`src/rtl/core_pkg.sv`:
```
// Shared RV32I core definitions: datapath width, ALU class codes and
// load/store funct3 encodings used across pipeline stages.
package core_pkg;

    localparam int XLEN = 32;

    typedef enum logic [2:0] {
        RTypeALU      = 3'd0,
        ITypeALU      = 3'd1,
        LoadStoreALU  = 3'd2,
        BTypeALU      = 3'd3,
        JTypeALU      = 3'd4,
        ITypeJALR_ALU = 3'd5,
        LuiALU        = 3'd6,
        AuipcALU      = 3'd7
    } alu_class_e;

    localparam logic [2:0] F3_B  = 3'b000;
    localparam logic [2:0] F3_H  = 3'b001;
    localparam logic [2:0] F3_W  = 3'b010;
    localparam logic [2:0] F3_BU = 3'b100;
    localparam logic [2:0] F3_HU = 3'b101;

    function automatic logic is_jump_class(input logic [2:0] ac);
        return (ac == JTypeALU) || (ac == ITypeJALR_ALU);
    endfunction

endpackage

```
`src/rtl/ex_mem_stage_if.sv`:
```
// EX->MEM boundary bundle: execute-side inputs, MEM-side registered outputs,
// fetch redirect/exception pulses and perf counters.
interface ex_mem_stage_if #(
    parameter int XLEN  = core_pkg::XLEN,
    parameter int CNT_W = 32
);
    logic             exValid;
    logic [XLEN-1:0]  exPc;
    logic [XLEN-1:0]  exImm;
    logic [XLEN-1:0]  exStoreData;
    logic [4:0]       exRd;
    logic             exRegWrite;
    logic             exMemRead;
    logic             exMemWrite;
    logic [2:0]       exFunct3;
    logic             exIsBranch;
    logic [2:0]       exAluControl;
    logic [XLEN-1:0]  aluOutput;
    logic             branch;
    logic             memStall;

    logic             memValid;
    logic [XLEN-1:0]  memResult;
    logic [XLEN-1:0]  memStoreData;
    logic [4:0]       memRd;
    logic             memRegWrite;
    logic             memMemRead;
    logic             memMemWrite;
    logic [2:0]       memFunct3;
    logic             redirect;
    logic [XLEN-1:0]  redirectPc;
    logic             excMisaligned;
    logic [XLEN-1:0]  excPc;
    logic [CNT_W-1:0] cntCtrl;
    logic [CNT_W-1:0] cntTaken;

    modport master (
        output exValid, exPc, exImm, exStoreData, exRd, exRegWrite, exMemRead,
               exMemWrite, exFunct3, exIsBranch, exAluControl, aluOutput, branch,
               memStall,
        input  memValid, memResult, memStoreData, memRd, memRegWrite, memMemRead,
               memMemWrite, memFunct3, redirect, redirectPc, excMisaligned, excPc,
               cntCtrl, cntTaken
    );

    modport slave (
        input  exValid, exPc, exImm, exStoreData, exRd, exRegWrite, exMemRead,
               exMemWrite, exFunct3, exIsBranch, exAluControl, aluOutput, branch,
               memStall,
        output memValid, memResult, memStoreData, memRd, memRegWrite, memMemRead,
               memMemWrite, memFunct3, redirect, redirectPc, excMisaligned, excPc,
               cntCtrl, cntTaken
    );

endinterface

```
`src/rtl/ctrl_perf_counter.sv`:
```
// Enable-increment event counter; wraps silently modulo 2^CNT_W.
module ctrl_perf_counter #(
    parameter int CNT_W = 32
) (
    input  logic             clk,
    input  logic             rst_n,
    input  logic             en,
    output logic [CNT_W-1:0] count
);

    always_ff @(posedge clk or negedge rst_n) begin
        if (!rst_n)
            count <= '0;
        else if (en)
            count <= count + CNT_W'(1);
    end

endmodule

```
`src/rtl/ex_mem_stage.sv`:
```
// EX->MEM pipeline register with control-flow resolution: registered
// redirect / misaligned-target pulses, wrong-path squash and perf counters.
module ex_mem_stage #(
    parameter int XLEN  = core_pkg::XLEN,
    parameter int CNT_W = 32
) (
    input logic           clk,
    input logic           rst_n,
    ex_mem_stage_if.slave bus
);
    import core_pkg::*;

    logic            accept, is_jump, is_ctrl, taken, misaligned;
    logic [XLEN-1:0] target, link_pc;

    logic            squash, redirect_q, exc_q;
    logic [XLEN-1:0] redirect_pc_q, exc_pc_q;
    logic            mem_valid_q, mem_rw_q, mem_mr_q, mem_mw_q;
    logic [XLEN-1:0] mem_result_q, mem_sd_q;
    logic [4:0]      mem_rd_q;
    logic [2:0]      mem_f3_q;

    assign accept     = bus.exValid & ~bus.memStall & ~squash;
    assign is_jump    = is_jump_class(bus.exAluControl);
    assign is_ctrl    = is_jump | bus.exIsBranch;
    assign taken      = accept & bus.branch & is_ctrl;
    assign target     = (bus.exAluControl == ITypeJALR_ALU) ? (bus.aluOutput & ~XLEN'(1))
                                                            : (bus.exPc + bus.exImm);
    assign misaligned = taken & target[1];
    assign link_pc    = bus.exPc + XLEN'(4);

    // A stall freezes everything, including a pending redirect/exception,
    // so the pulse is shown exactly once on the first non-stall cycle.
    always_ff @(posedge clk or negedge rst_n) begin
        if (!rst_n) begin
            squash        <= 1'b0;
            redirect_q    <= 1'b0;
            exc_q         <= 1'b0;
            redirect_pc_q <= '0;
            exc_pc_q      <= '0;
            mem_valid_q   <= 1'b0;
            mem_rw_q      <= 1'b0;
            mem_mr_q      <= 1'b0;
            mem_mw_q      <= 1'b0;
            mem_result_q  <= '0;
            mem_sd_q      <= '0;
            mem_rd_q      <= '0;
            mem_f3_q      <= '0;
        end else if (!bus.memStall) begin
            squash      <= taken;
            redirect_q  <= taken & ~misaligned;
            exc_q       <= misaligned;
            mem_valid_q <= accept;
            if (taken & ~misaligned)
                redirect_pc_q <= target;
            if (misaligned)
                exc_pc_q <= bus.exPc;
            if (accept) begin
                mem_result_q <= is_jump ? link_pc : bus.aluOutput;
                mem_sd_q     <= bus.exStoreData;
                mem_rd_q     <= bus.exRd;
                mem_f3_q     <= bus.exFunct3;
                mem_rw_q     <= bus.exRegWrite & ~misaligned;
                mem_mr_q     <= bus.exMemRead  & ~misaligned;
                mem_mw_q     <= bus.exMemWrite & ~misaligned;
            end
        end
    end

    assign bus.memValid      = mem_valid_q;
    assign bus.memResult     = mem_result_q;
    assign bus.memStoreData  = mem_sd_q;
    assign bus.memRd         = mem_rd_q;
    assign bus.memRegWrite   = mem_rw_q;
    assign bus.memMemRead    = mem_mr_q;
    assign bus.memMemWrite   = mem_mw_q;
    assign bus.memFunct3     = mem_f3_q;
    assign bus.redirect      = redirect_q & ~bus.memStall;
    assign bus.redirectPc    = redirect_pc_q;
    assign bus.excMisaligned = exc_q & ~bus.memStall;
    assign bus.excPc         = exc_pc_q;

    ctrl_perf_counter #(.CNT_W(CNT_W)) u_cnt_ctrl (
        .clk   (clk),
        .rst_n (rst_n),
        .en    (accept & is_ctrl),
        .count (bus.cntCtrl)
    );

    ctrl_perf_counter #(.CNT_W(CNT_W)) u_cnt_taken (
        .clk   (clk),
        .rst_n (rst_n),
        .en    (taken),
        .count (bus.cntTaken)
    );

endmodule
```
`src/flat_wrapper.sv`:
```
// flat-port wrapper written by rule: the top's interface ports become plain ports
module ex_mem_stage_flat import core_pkg::*;
#(
    parameter int XLEN  = core_pkg::XLEN,
    parameter int CNT_W = 32
)
  (clk, rst_n, bus_exValid, bus_exPc, bus_exImm, bus_exStoreData, bus_exRd, bus_exRegWrite, bus_exMemRead, bus_exMemWrite, bus_exFunct3, bus_exIsBranch, bus_exAluControl, bus_aluOutput, bus_branch, bus_memStall, bus_memValid, bus_memResult, bus_memStoreData, bus_memRd, bus_memRegWrite, bus_memMemRead, bus_memMemWrite, bus_memFunct3, bus_redirect, bus_redirectPc, bus_excMisaligned, bus_excPc, bus_cntCtrl, bus_cntTaken);
  ex_mem_stage_if #(.XLEN(XLEN), .CNT_W(CNT_W)) bus_i ();
  input logic clk;
  input logic rst_n;
  input wire logic [$bits(bus_i.exValid)-1:0] bus_exValid;
  input wire logic [$bits(bus_i.exPc)-1:0] bus_exPc;
  input wire logic [$bits(bus_i.exImm)-1:0] bus_exImm;
  input wire logic [$bits(bus_i.exStoreData)-1:0] bus_exStoreData;
  input wire logic [$bits(bus_i.exRd)-1:0] bus_exRd;
  input wire logic [$bits(bus_i.exRegWrite)-1:0] bus_exRegWrite;
  input wire logic [$bits(bus_i.exMemRead)-1:0] bus_exMemRead;
  input wire logic [$bits(bus_i.exMemWrite)-1:0] bus_exMemWrite;
  input wire logic [$bits(bus_i.exFunct3)-1:0] bus_exFunct3;
  input wire logic [$bits(bus_i.exIsBranch)-1:0] bus_exIsBranch;
  input wire logic [$bits(bus_i.exAluControl)-1:0] bus_exAluControl;
  input wire logic [$bits(bus_i.aluOutput)-1:0] bus_aluOutput;
  input wire logic [$bits(bus_i.branch)-1:0] bus_branch;
  input wire logic [$bits(bus_i.memStall)-1:0] bus_memStall;
  output wire logic [$bits(bus_i.memValid)-1:0] bus_memValid;
  output wire logic [$bits(bus_i.memResult)-1:0] bus_memResult;
  output wire logic [$bits(bus_i.memStoreData)-1:0] bus_memStoreData;
  output wire logic [$bits(bus_i.memRd)-1:0] bus_memRd;
  output wire logic [$bits(bus_i.memRegWrite)-1:0] bus_memRegWrite;
  output wire logic [$bits(bus_i.memMemRead)-1:0] bus_memMemRead;
  output wire logic [$bits(bus_i.memMemWrite)-1:0] bus_memMemWrite;
  output wire logic [$bits(bus_i.memFunct3)-1:0] bus_memFunct3;
  output wire logic [$bits(bus_i.redirect)-1:0] bus_redirect;
  output wire logic [$bits(bus_i.redirectPc)-1:0] bus_redirectPc;
  output wire logic [$bits(bus_i.excMisaligned)-1:0] bus_excMisaligned;
  output wire logic [$bits(bus_i.excPc)-1:0] bus_excPc;
  output wire logic [$bits(bus_i.cntCtrl)-1:0] bus_cntCtrl;
  output wire logic [$bits(bus_i.cntTaken)-1:0] bus_cntTaken;
  assign bus_i.exValid = bus_exValid;
  assign bus_i.exPc = bus_exPc;
  assign bus_i.exImm = bus_exImm;
  assign bus_i.exStoreData = bus_exStoreData;
  assign bus_i.exRd = bus_exRd;
  assign bus_i.exRegWrite = bus_exRegWrite;
  assign bus_i.exMemRead = bus_exMemRead;
  assign bus_i.exMemWrite = bus_exMemWrite;
  assign bus_i.exFunct3 = bus_exFunct3;
  assign bus_i.exIsBranch = bus_exIsBranch;
  assign bus_i.exAluControl = bus_exAluControl;
  assign bus_i.aluOutput = bus_aluOutput;
  assign bus_i.branch = bus_branch;
  assign bus_i.memStall = bus_memStall;
  assign bus_memValid = bus_i.memValid;
  assign bus_memResult = bus_i.memResult;
  assign bus_memStoreData = bus_i.memStoreData;
  assign bus_memRd = bus_i.memRd;
  assign bus_memRegWrite = bus_i.memRegWrite;
  assign bus_memMemRead = bus_i.memMemRead;
  assign bus_memMemWrite = bus_i.memMemWrite;
  assign bus_memFunct3 = bus_i.memFunct3;
  assign bus_redirect = bus_i.redirect;
  assign bus_redirectPc = bus_i.redirectPc;
  assign bus_excMisaligned = bus_i.excMisaligned;
  assign bus_excPc = bus_i.excPc;
  assign bus_cntCtrl = bus_i.cntCtrl;
  assign bus_cntTaken = bus_i.cntTaken;
  ex_mem_stage #(.XLEN(XLEN), .CNT_W(CNT_W)) u_core (.clk(clk), .rst_n(rst_n), .bus(bus_i));
endmodule
```
`config.mk`:
```
export PLATFORM = sky130hd
export DESIGN_NAME = ex_mem_stage_flat
export DESIGN_NICKNAME = d
export VERILOG_FILES = /design/src/rtl/core_pkg.sv /design/src/rtl/ex_mem_stage_if.sv /design/src/rtl/ctrl_perf_counter.sv /design/src/rtl/ex_mem_stage.sv /design/src/flat_wrapper.sv
export SDC_FILE = /design/constraint.sdc
export NUM_CORES = 1
export LEC_CHECK = 0
export ABC_AREA = 1
export CAP_MARGIN = 10
export CORE_MARGIN = 5
export CORE_UTILIZATION = 53
export DETAILED_ROUTE_END_ITERATION = 7
export PLACE_DENSITY_LB_ADDON = 0.3
export SLEW_MARGIN = 20
export SYNTH_ARGS = -nofsm -noshare
export SYNTH_HDL_FRONTEND = slang
export SYNTH_SLANG_ARGS = --single-unit
```
`constraint.sdc`:
```
create_clock -name clk -period 4.1 [get_ports clk]
set_clock_uncertainty 0.1 [all_clocks]
set_input_delay 0.41 -clock clk [delete_from_list [all_inputs] [get_ports clk]]
set_output_delay 0.41 -clock clk [all_outputs]
set_load 0.02 [all_outputs]
```
# Word level (Yosys, flattened, before mapping)
# Index checks and enable logic that the tools add are counted.
[word_totals]
word_cells = 43
n_memories = 0
romBits = 0
inputBits = 148
latch_bits = 0
out_inout_bits = 206
reg_bits = 207
ram_bits = 0
[op_classes]
multipliers = 0
n_lt_le_gt_ge = 0
eq_ne = 2
n_reduce_logical = 4
n_shift = 0
div_mod_pow = 0
bitwise = 16
n_addsub = 4
n_mux = 2
[op_table]
columns = ["cell", "count"]
rows = [
  ["$add A32 B1 Y32 const B", 2],
  ["$mux W32", 2],
  ["$add A32 B3 Y32 const B", 1],
  ["$add A32 B32 Y32", 1],
  ["$and A1 B1 Y1", 12],
  ["$eq A3 B3 Y1 const B", 2],
  ["$reduce_and A2 Y1", 3],
  ["$not A1 Y1", 3],
  ["$logic_or A1 B1 Y1", 1],
  ["$or A1 B1 Y1", 1],
]

# Depth between registers and ports, before layout
# Gate-level depths: netlist (run 1).
[depth]
ltp_word = 9
mapped_depth = 13
depth_no_buf = 13

# Modules after synthesis
# A second synthesis (run 1) with hierarchy kept.
[unflattened]
cells_unflattened = 1823
hier_area_um2 = 12670.9
[modules_own_cells]
columns = ["mod", "seq_area_each_um2", "cells_per_inst", "area_each_um2", "n_inst"]
rows = [
  ["ex_mem_stage", 3578.4, 1365, 9147.5, 1],
  ["ctrl_perf_counter", 800.8, 229, 1761.7, 2],
]

# Least setup slack after synthesis (run 1)
# OpenSTA, ideal clock, no wires.
[synth_path]
path_type = "in2reg"
startpoint = "input port bus_exImm[0]"
endpoint = "register u_core.exc_pc_q[10] (netlist: u_core.bus.excPc[10])"
n_path_buf = 2
setup_time_ns = 0.083
cell_stages = 9
required_time_ns = 3.917
setup_slack_ns = 2.065
arrival_ns = 1.852
cell_sequence = "ha_1 fa_1 nand2_1 nand2_1 nand2_1 buf_2 clkbuf_1 nand2_1 o21ai_0"
[synth_via]
elab_chain_len = 4
[synth_rtl]
columns = ["item", "line_no", "source"]
rows = [
  ["from (decl)", "flat_wrapper.sv:13", "input wire logic [$bits(bus_i.exImm)-1:0] bus_exImm;"],
  ["$add A32 B32 Y32", "ex_mem_stage.sv:28", ": (bus.exPc + bus.exImm);"],
  ["$mux W32", "ex_mem_stage.sv:27", "assign target = (bus.exAluControl == ITypeJALR_ALU) ? (bus.aluOutput & ~XLEN'(1))"],
  ["$and A1 B1 Y1", "ex_mem_stage.sv:29", "assign misaligned = taken & target[1];"],
  ["$reduce_and A2 Y1 (no line)", "--", ""],
  ["to (signal assigned)", "ex_mem_stage.sv:57", "exc_pc_q <= bus.exPc;"],
  ["to (decl)", "ex_mem_stage.sv:17", "logic [XLEN-1:0] redirect_pc_q, exc_pc_q;"],
]
# Every way passes these cells.
# A chain may end at the register's enable or synchronous reset.

# Final worst setup path (run 1)
[layout_path]
startpoint = "input port bus_memStall"
endpoint = "register u_core.redirect_pc_q[8] (netlist: u_core.bus.redirectPc[8])"
[layout_via]
elab_chain_len = 9
[layout_rtl]
columns = ["item", "line_no", "source"]
rows = [
  ["from (decl)", "flat_wrapper.sv:24", "input wire logic [$bits(bus_i.memStall)-1:0] bus_memStall;"],
  ["$not A1 Y1 (*)", "ex_mem_stage.sv:23", "assign accept = bus.exValid & ~bus.memStall & ~squash;"],
  ["$and A1 B1 Y1 (2 in series)", "ex_mem_stage.sv:23", ""],
  ["$and A1 B1 Y1 (2 in series)", "ex_mem_stage.sv:26", "assign taken = accept & bus.branch & is_ctrl;"],
  ["$and A1 B1 Y1", "ex_mem_stage.sv:29", ""],
  ["$not A1 Y1", "ex_mem_stage.sv:54", "if (taken & ~misaligned)"],
  ["$and A1 B1 Y1", "ex_mem_stage.sv:54", ""],
  ["$reduce_and A2 Y1 (no line) (*)", "--", ""],
  ["to (signal assigned)", "ex_mem_stage.sv:55", "redirect_pc_q <= target;"],
  ["to (decl)", "ex_mem_stage.sv:17", ""],
]
# Every way passes the cells marked *; elsewhere a longest branch is shown, timed or not.

==> summary.txt, run 1 <==
Run status
  – Status: complete, no violations

Worst setup path
  – Critical Path AT: 3.03 ns
  – Crit. End Element: flip-flop
  – CP startpoint kind: input port
  – Worst r2r src: u_core.squash
  – Worst R2R Path Depth: 9
  – Worst-path fanout max: 50
  – Worst Path Required: 4.41 ns
  – WS Path Type: input port to flip-flop
  – R2r setup slk: 1.54 ns
  – Reg-to-Reg End: u_core.bus.redirectPc[8]

Clocking
  – CTS tree: built
  – Post-cts resize count: 0
  – CTS sink cnt: 207
  – H-Tree Level Count: 1
  – CTS Root Cell: clkbuf_16
  – CTS clock-pin slew for the worst setup and hold paths: 0.06 ns
  – Clock Path Buffers: 3
  – Clk_lat worst skew: 0.53 ns
  – Post-CTS setup buffers: 0
  – Inserted Clock Buffers: 24

Layout
  – Final Cell Area: 0.0172 sq mm
  – Syn-to-layout area delta: 37.4%
  – Total Nets Final: 2309
  – Fin cells: 2463
  – Share of cells above drive strength 1: 3.78%
  – Ant diodes: 0

Drt
  – Via count: 13223
  – Starting DRC count in detailed routing: 1495
  – Post-DR vias/cell: 5.37
  – Per-cell routed wire length: 18.4 um
  – Final WL: 45.3 mm
  – DRC: 0
  – Antenna Nets Post-Route: 0
  – 1st-pass router iterations: 6

Logic synthesis
  – Adder-Cell Fraction of Synth Area: 3.56%
  – Post-synth EDFFs: 0
  – Mux cell area share after synthesis: 0.270%
  – Post-synthesis net count: 1962
  – Synth Area in XOR/XNOR: 5.68%
  – Largest family of logic cells by synthesized area: simple AND/OR/NAND/NOR gates
  – Post-synth top cells: nand2_1, inv_1, dfrtp_1, nor2_1, nand3_1
  – Predominant post-synthesis flop cell: dfrtp_1
  – Count leader, synth: nand2_1
  – Synth top area cells: dfrtp_1, nand2_1, inv_1
  – Yosys top cell area share: 41.4%
  – Async SR Flop Fraction: 100%
  – Sequential area share after synthesis: 41.4%
  – Cells after Synth: 1779
  – Synth Area in Simple Gates: 33.8%
  – Netlist Area Pre-Place: 0.0125 sq mm
  – Yosys top cell by area: dfrtp_1
  – Ys Warns: 0
  – Synth Area per Inst: 7.03 sq um
  – Synth unique cells: 44
  – Synth Area in Compound Gates: 6.84%
  – Yosys reg bits: 207

Timing
  – RSZ-0062 raised after global routing: false
  – Final setup viols: 0
  – Setup tns final: 0 ns
  – Final setup margin: 1.38 ns
  – Slew Limit Fails: 0
  – Fin crit share: 66.4%
  – Post-layout min period: 2.72 ns
  – Fmax: 0.367 GHz
  – Slew of the pin with the lowest slew margin: 0.776 ns
  – Final Hold Viols: 0
  – Worst relative slew slack: 48.2%

Hold path
  – Hold Crit Class: input port to flip-flop
  – Worst hold start: bus_exRd[0]
  – Hold EP: u_core.bus.memRd[0]
  – Hold Path Depth: 3

Placed design
  – Placed cell count: 2418
  – GP Congestion: 1.03
  – Pre-CTS setup slack: 0.861 ns
  – Post-DP HPWL: 35.6 mm
  – Port Buffers: 353
  – Placed instance area: 0.0164 sq mm

Die
  – Core Footprint: 0.0233 sq mm
  – IO Pins: 354
  – Cell Rows: 56
  – Die W: 164 um
  – Initial core utilization: 53.6%
  – Die height: 164 um
  – Die area: 0.0268 sq mm

Power and ir drop
  – Peak VDD IR: 0.000357 V
  – Lkg Pwr: 0.00863 uW
  – Pwr dens: 451 mW/mm^2

Global route
  – Tot GR Track Use: 33.1%
  – Largest net degree at the start of global routing: 92
  – First-pass GRT wire length: 69.7 mm
  – Vias in the first global route: 12892
  – Initial antenna violation count: 0
  – Grt ovf: 0

Run
  – MaxCap Viol Count: 0
## area by class of cell
class / count / area (sq um)
inverters: 232 / 873
clock inverters: 15 / 151
clock buffers: 29 / 649
flip-flops and latches: 207 / 5180
multi-input cells: 1298 / 6280
well taps: 319 / 399
fillers: 1876 / 6160
repair buffers: 363 / 3640
## metal layers
metal / global-route usage (%) / share of wire [%] / up-vias
met5: 0 / 0 / -
met4: 13.2 / 4.1 / 0
met3: 4.34 / 8.9 / 113
met2: 55.4 / 48 / 678
met1: 43.7 / 39 / 6158
li1: - / - / 6274
## how the worst max path moves through the flow
stage	slack, ns	to	startpoint	depth (start not counted)
final	1.38	u_core.bus.redirectPc[8]	bus_memStall	12
after global routing	1.20	u_core.bus.redirectPc[8]	bus_memStall	12
after CTS	1.39	u_core.bus.redirectPc[8]	bus_memStall	12
after detailed placement	0.86	u_core.bus.redirectPc[8]	bus_memStall	12
after global placement	0.98	u_core.bus.redirectPc[8]	bus_memStall	12
after floorplan	2.07	u_core.bus.excPc[10]	bus_exImm[0]	9
## metrics by stage
stage / hold WS [ns] / power (uW) / util [%]
after detailed placement: 0.361 / 5560 / 70.1
after floorplan: 0.0144 / 4080 / -
final: 0.314 / 7740 / 73.6
after global routing: 0.317 / 8090 / 73.6
after CTS: 0.300 / 7740 / 73.6
after global placement: 0.357 / 5510 / 70.1
## cell usage in the layout, fill, tap and decap left out, types with 4 or more instances in the layout
cell,synthesis,layout
a21oi_1,58,58
buf_4,1,7
clkbuf_16,0,24
clkbuf_8,0,4
clkdlybuf4s50_1,0,352
clkinv_2,0,8
dfrtp_1,207,207
ha_1,34,34
inv_1,227,227
inv_2,4,4
nand2_1,669,668
nand2_2,3,4
nand3_1,105,104
nand4_1,27,27
nor2_1,147,147
nor3_1,44,44
nor3_2,4,4
nor4_1,4,4
o211ai_1,8,8
o21ai_0,75,75
o21ai_1,7,7
xnor2_1,18,18
xor2_1,63,63
## logic make-up after synthesis
family | count (synthesis)
flops | 207
compound gates | 160
simple gates | 1019
fa+ha+maj | 35
mux | 3
xor+xnor | 81
buf+inv | 274
## state kept, by name, summed over array words and instances (netlist names)
| signal | flops |
|---|---|
| u_core.bus.memMemWrite | 1 |
| u_core.bus.memRegWrite | 1 |
| u_core.redirect_q | 1 |
| u_core.bus.memValid | 1 |
| u_core.bus.memStoreData | 32 |
| u_core.bus.memResult | 32 |
| u_core.bus.memFunct3 | 3 |
| u_core.bus.redirectPc | 32 |
| u_core.bus.excPc | 32 |
| u_core.u_cnt_taken.count | 32 |
| u_core.bus.memRd | 5 |
| u_core.bus.memMemRead | 1 |
| u_core.squash | 1 |
| u_core.exc_q | 1 |
| u_core.u_cnt_ctrl.count | 32 |
## critical path, stage by stage
cell	delay [ns]
clkdlybuf4s50_1	0.47
inv_2	0.17
nand2_2	0.08
nor2_4	0.11
nand2_4	0.16
nor2_8	0.35
inv_4	0.14
nor2_4	0.32
inv_2	0.40
a21oi_2	0.21
o21ai_1	0.08
o21a_1	0.11
## report_power, final
| group | internal, uW | leakage [uW] | switching [uW] |
|---|---|---|---|
| clock | 1270 | 0.000397 | 910 |
| sequential | 2470 | 0.00259 | 367 |
| combinational | 1190 | 0.00564 | 1530 |
## repair_timing
item                                    in CTS  in global routing
hold buffers                                 1                  0
hold endpoints to repair                    78                  0
endpoints found under the setup margin       0                  0
(Power assumes the default switching activity.)
==> run 2: changes to the inputs <==
Settings changed: CORE_UTILIZATION 53 to 49.
Clock period 4.1 ns to 2.6 ns, I/O delays scaled along.
==> summary.txt, run 2 (synthesis gave the netlist of run 1 again) <==
Drt
  – Per-cell routed wire length: 18.9 um (was 18.4 um)
  – DRC: 0 (unchanged)
  – Antenna Nets Post-Route: 0 (unchanged)
  – Post-DR vias/cell: 5.28 (was 5.37)
  – Final WL: 48.4 mm (was 45.3 mm)
  – 1st-pass router iterations: 5 (was 6)
  – Starting DRC count in detailed routing: 1482 (was 1495)
  – Via count: 13532 (was 13223)

Die
  – Cell Rows: 58 (was 56)
  – Die height: 170 um (was 164 um)
  – Die area: 0.0288 sq mm (was 0.0268 sq mm)
  – Core Footprint: 0.0252 sq mm (was 0.0233 sq mm)
  – Initial core utilization: 49.6% (was 53.6%)
  – IO Pins: 354 (unchanged)
  – Die W: 170 um (was 164 um)

Run status
  – Status: complete, no violations (unchanged)

Clocking
  – Post-cts resize count: 0 (unchanged)
  – H-Tree Level Count: 1 (unchanged)
  – Inserted Clock Buffers: 24 (unchanged)
  – CTS tree: built (unchanged)
  – Post-CTS setup buffers: 0 (unchanged)
  – Clock Path Buffers: 3 (unchanged)
  – Clk_lat worst skew: 0.53 ns (about the same)
  – CTS clock-pin slew for the worst setup and hold paths: 0.06 ns (about the same)
  – CTS sink cnt: 207 (unchanged)
  – CTS Root Cell: clkbuf_16 (unchanged)

Power and ir drop
  – Lkg Pwr: 0.00909 uW (was 0.00863 uW)
  – Pwr dens: 693 mW/mm^2 (was 451 mW/mm^2)
  – Peak VDD IR: 0.000620 V (was 0.000357 V)
  – Total Power: 12400 uW (was 7740 uW)

Timing
  – Fin crit share: 86.2%
  – Slew of the pin with the lowest slew margin: 0.724 ns (was 0.776 ns)
  – Post-layout min period: 2.24 ns
  – Slew Limit Fails: 0 (unchanged)
  – RSZ-0062 raised after global routing: false (unchanged)
  – Setup tns final: 0 ns (unchanged)
  – Final Hold Viols: 0 (unchanged)
  – Final setup viols: 0 (unchanged)
  – Worst relative slew slack: 51.8% (was 48.2%)
  – Fmax: 0.446 GHz

Worst setup path
  – Worst-path fanout max: 4 (was 50)
  – Critical Path AT: 2.55 ns (was 3.03 ns)
  – Worst Path Required: 2.90 ns (was 4.41 ns)
  – WS Path Type: input port to flip-flop (unchanged)
  – Crit. End Element: flip-flop (unchanged)
  – CP startpoint kind: input port (unchanged)

Layout
  – Total Nets Final: 2399 (was 2309)
  – Commonest non-fill, non-tap cell in the layout: nand2_1 (unchanged)
  – Ant diodes: 0 (unchanged)
  – Syn-to-layout area delta: 43.3% (was 37.4%)
  – Layout Utilization: 71.1% (was 73.6%)
  – Share of cells above drive strength 1: 7.62% (was 3.78%)
  – Commonest cells after routing, fill and taps aside: nand2_1, clkdlybuf4s50_1, inv_1, dfrtp_1, nor2_1 (unchanged)
  – Filler cells: 2048 (was 1876)

Placed design
  – Port Buffers: 353 (unchanged)
  – Post-DP HPWL: 39.0 mm (was 35.6 mm)
  – GP Congestion: 1.01 (was 1.03)

Hold path
  – Hold Crit Class: input port to flip-flop (unchanged)

Global route
  – Largest net degree at the start of global routing: 68 (was 92)
  – Initial antenna violation count: 1 (was 0)
  – Tot GR Track Use: 32.9% (was 33.1%)
  – Grt ovf: 0 (unchanged)
  – First-pass GRT wire length: 74.2 mm (was 69.7 mm)
  – Vias in the first global route: 13484 (was 12892)

Run
  – MaxCap Viol Count: 0 (unchanged)
==> run 2: per-stage QoR <==
step | hold slack, ns | instances | setup slack (ns) | area, sq um
after CTS | 0.154 | 2562 | 0.444 | 17900
final | 0.163 | 2562 | 0.358 | 17900
after floorplan | -0.136 | 1779 | 0.624 | 12500
after global routing | 0.165 | 2562 | 0.231 | 17900
after global placement | 0.206 | 2519 | -0.0782 | 17100
after detailed placement | 0.217 | 2519 | -0.111 | 17100
==> run 2: cell type report <==
class,count,area (sq um),area share [%]
multi-input combinational,1298,6280,35.1
sequential,207,5180,28.9
timing repair buffer,453,4350,24.3
inverter,232,873,4.88
clock buffer,33,714,3.99
tap,330,413,2.31
clock inverter,9,97.6,0.545
==> run 2: report_power, final <==
part / leakage, uW / total [uW] / switching (uW) / internal, uW
Sequential: 0.00259 / 4480 / 590 / 3890
Clock: 0.000402 / 3470 / 1430 / 2030
Combinational: 0.00610 / 4470 / 2480 / 1990
==> run 2: worst max-delay path, stage by stage <==
cell and delay (ns):
clkdlybuf4s50_1 0.63, ha_1 0.47, nand2_1 0.10, nor2_1 0.22, and2_1 0.16, nand2_1 0.06
nand2_1 0.23, nand2_1 0.11, nand3_1 0.08, nand3_1 0.08, nand2_1 0.09, nand2_1 0.05
==> run 2: repair_timing <==
item / in CTS / in global routing
endpoints found under the hold margin: 62 / 0
hold buffers: 1 / 0
endpoints found under the setup margin: 0 / 0
==> run 2: path summary, 6_finish.rpt <==
check | startpoint | end | slack, ns | depth (start not counted)
min | bus_exStoreData[6] | u_core.bus.memStoreData[6] | 0.16 | 3
max | bus_exPc[13] | u_core.bus.redirectPc[23] | 0.36 | 12
max reg2reg | u_core.u_cnt_ctrl.count[0] | u_core.u_cnt_ctrl.count[30] | 0.54 | 7
min in group asynchronous | rst_n | u_core.u_cnt_taken.count[17] | 0.19 | 2
min reg2reg | u_core.u_cnt_ctrl.count[31] | u_core.u_cnt_ctrl.count[31] | 0.37 | 1
max in group asynchronous | rst_n | u_core.u_cnt_ctrl.count[1] | 1.42 | 3
==> run 2: routing by layer <==
| layer | track usage (%) | up-vias | share of wire [%] |
|---|---|---|---|
| li1 | - | 6450 | - |
| met1 | 41.4 | 6315 | 39 |
| met2 | 55.0 | 637 | 48 |
| met3 | 5.96 | 128 | 8.4 |
| met4 | 15.2 | 2 | 5.1 |
| met5 | 0 | - | 0.014 |
==> run 3: changes to the inputs <==
Clock period 2.6 ns to 2.5 ns, I/O delays scaled along.
==> summary.txt, run 3 (synthesis gave the netlist of run 1 again) <==
Timing
  – Post-layout min period: 2.14 ns
  – Setup tns final: 0 ns (unchanged)
  – Final Hold Viols: 0 (unchanged)
  – Fin crit share: 85.6%
  – Hold Slack: 0.120 ns (was 0.163 ns)
  – Worst relative slew slack: 66.6% (was 51.8%)
  – Slew of the pin with the lowest slew margin: 0.497 ns (was 0.724 ns)
  – Slew Limit Fails: 0 (unchanged)
  – RSZ-0062 raised after global routing: false (unchanged)
  – Final setup viols: 0 (unchanged)
  – Fmax: 0.468 GHz

Die
  – Initial core utilization: 49.6% (unchanged)
  – Die W: 170 um (unchanged)
  – Die area: 0.0288 sq mm (unchanged)
  – Die height: 170 um (unchanged)
  – IO Pins: 354 (unchanged)
  – Core Footprint: 0.0252 sq mm (unchanged)
  – Cell Rows: 58 (unchanged)

Worst setup path
  – CP startpoint kind: input port (unchanged)
  – Worst-path fanout max: 14 (was 4)
  – Critical Path AT: 2.46 ns (was 2.55 ns)
  – WS Path Type: input port to flip-flop (unchanged)
  – Worst Path Required: 2.83 ns (was 2.90 ns)
  – Crit. End Element: flip-flop (unchanged)

Global route
  – Vias in the first global route: 13621 (was 13484)
  – Grt ovf: 0 (unchanged)
  – Largest net degree at the start of global routing: 61 (was 68)
  – Tot GR Track Use: 32.3% (was 32.9%)
  – First-pass GRT wire length: 73.9 mm (was 74.2 mm)
  – Initial antenna violation count: 1 (unchanged)

Drt
  – Starting DRC count in detailed routing: 1481 (was 1482)
  – Post-DR vias/cell: 5.30 (was 5.28)
  – Via count: 13697 (was 13532)
  – Per-cell routed wire length: 18.4 um (was 18.9 um)
  – DRC: 0 (unchanged)
  – 1st-pass router iterations: 6 (was 5)
  – Antenna Nets Post-Route: 0 (unchanged)
  – Final WL: 47.5 mm (was 48.4 mm)

Clocking
  – CTS Root Cell: clkbuf_16 (unchanged)
  – Post-cts resize count: 0 (unchanged)
  – Inserted Clock Buffers: 24 (unchanged)
  – Clock Path Buffers: 3 (unchanged)
  – CTS clock-pin slew for the worst setup and hold paths: 0.06 ns (about the same)
  – CTS tree: built (unchanged)
  – CTS sink cnt: 207 (unchanged)
  – Clk_lat worst skew: 0.52 ns (was 0.53 ns)
  – H-Tree Level Count: 1 (unchanged)

Power and ir drop
  – Total Power: 13000 uW (was 12400 uW)
  – Pwr dens: 719 mW/mm^2 (was 693 mW/mm^2)
  – Peak VDD IR: 0.000707 V (was 0.000620 V)
  – Lkg Pwr: 0.00921 uW (was 0.00909 uW)

Layout
  – Total Nets Final: 2420 (was 2399)
  – Layout Utilization: 71.8% (was 71.1%)
  – Multi-input gate area: 0.00628 sq mm (unchanged)
  – Share of cells above drive strength 1: 8.51% (was 7.62%)
  – Filler cells: 2017 (was 2048)
  – FF/Latch Area: 0.00518 sq mm (unchanged)
  – Syn-to-layout area delta: 44.7% (was 43.3%)
  – Ant diodes: 0 (unchanged)
  – Commonest cells after routing, fill and taps aside: nand2_1, clkdlybuf4s50_1, inv_1, dfrtp_1, nor2_1 (unchanged)
  – Commonest non-fill, non-tap cell in the layout: nand2_1 (unchanged)
  – Final Cell Area: 0.0181 sq mm (was 0.0179 sq mm)

Run
  – MaxCap Viol Count: 0 (unchanged)

Placed design
  – GP Congestion: 1.05 (was 1.01)
  – Post-DP HPWL: 38.1 mm (was 39.0 mm)
  – Placed instance area: 0.0172 sq mm (was 0.0171 sq mm)
  – Port Buffers: 353 (unchanged)

Hold path
  – Hold Crit Class: input port to asynchronous set/reset pin (was input port to flip-flop)

Run status
  – Status: complete, no violations (unchanged)
==> run 3: cell types whose count changed in the layout (fill, tap and decap cells not counted) <==
cell,change
clkinv_4,-1
inv_6,-1
clkbuf_1,+1
clkinv_2,+2
clkinv_8,-1
bufinv_16,+1
clkbuf_16,+1
buf_12,-1
buf_4,+22
==> run 3: cell type report <==
cell class	instances	share of cell area [%]
multi-input cells	1298	34.7
flip-flops and latches	207	28.6
repair buffers	474	24.9
inverters	232	4.83
clock buffers	35	4.11
well taps	330	2.28
clock inverters	9	0.574
==> run 3: stage by stage <==
step | instances | setup slack, ns
2_1_floorplan | 1779 | 0.524
3_3_place_gp | 2540 | -0.115
3_5_place_dp | 2540 | -0.129
4_1_cts | 2585 | 0.383
5_1_grt | 2585 | 0.234
6_report | 2585 | 0.361
==> run 3: power breakdown <==
group	leakage, uW	internal (uW)	switching, uW
sequential	0.00259	4050	604
combinational	0.00620	2090	2560
clock	0.000422	2270	1430
==> run 3: worst paths after layout <==
check / start / end / slack, ns / depth (start not counted)
setup / recovery: bus_exPc[0] / u_core.bus.redirectPc[9] / 0.36 / 9
hold / removal: rst_n / u_core.u_cnt_taken.count[13] / 0.12 / 2
setup reg to reg: u_core.u_cnt_ctrl.count[1] / u_core.u_cnt_ctrl.count[30] / 0.37 / 7
hold reg to reg: u_core.bus.memStoreData[15] / u_core.bus.memStoreData[15] / 0.38 / 2
max in group asynchronous: rst_n / u_core.bus.memStoreData[10] / 1.41 / 3
min in group clk: bus_exFunct3[0] / u_core.bus.memFunct3[0] / 0.18 / 3
==> run 3: what timing repair did <==
| item | CTS | global route |
|---|---|---|
| hold buffers | 1 | 0 |
| hold endpoints to repair | 92 | 0 |
| buffers inserted | 0 | 0 |
==> run 3: critical path, cell delays in order <==
cell and delay (ns):
clkdlybuf4s50_1 0.62, ha_1 0.27, fa_1 0.42, nand2_1 0.07
nand2_1 0.13, nor2_4 0.15, buf_4 0.21, o21ai_0 0.13
o21ai_0 0.20
==> run 3: per-layer routing <==
layer	vias to the layer above	track usage, %	wire, um
met1	6447	41.2	18400
met3	122	4.50	3770
met2	637	56.2	23200
met4	2	11.9	2130
li1	6489	-	-
met5	-	0	20
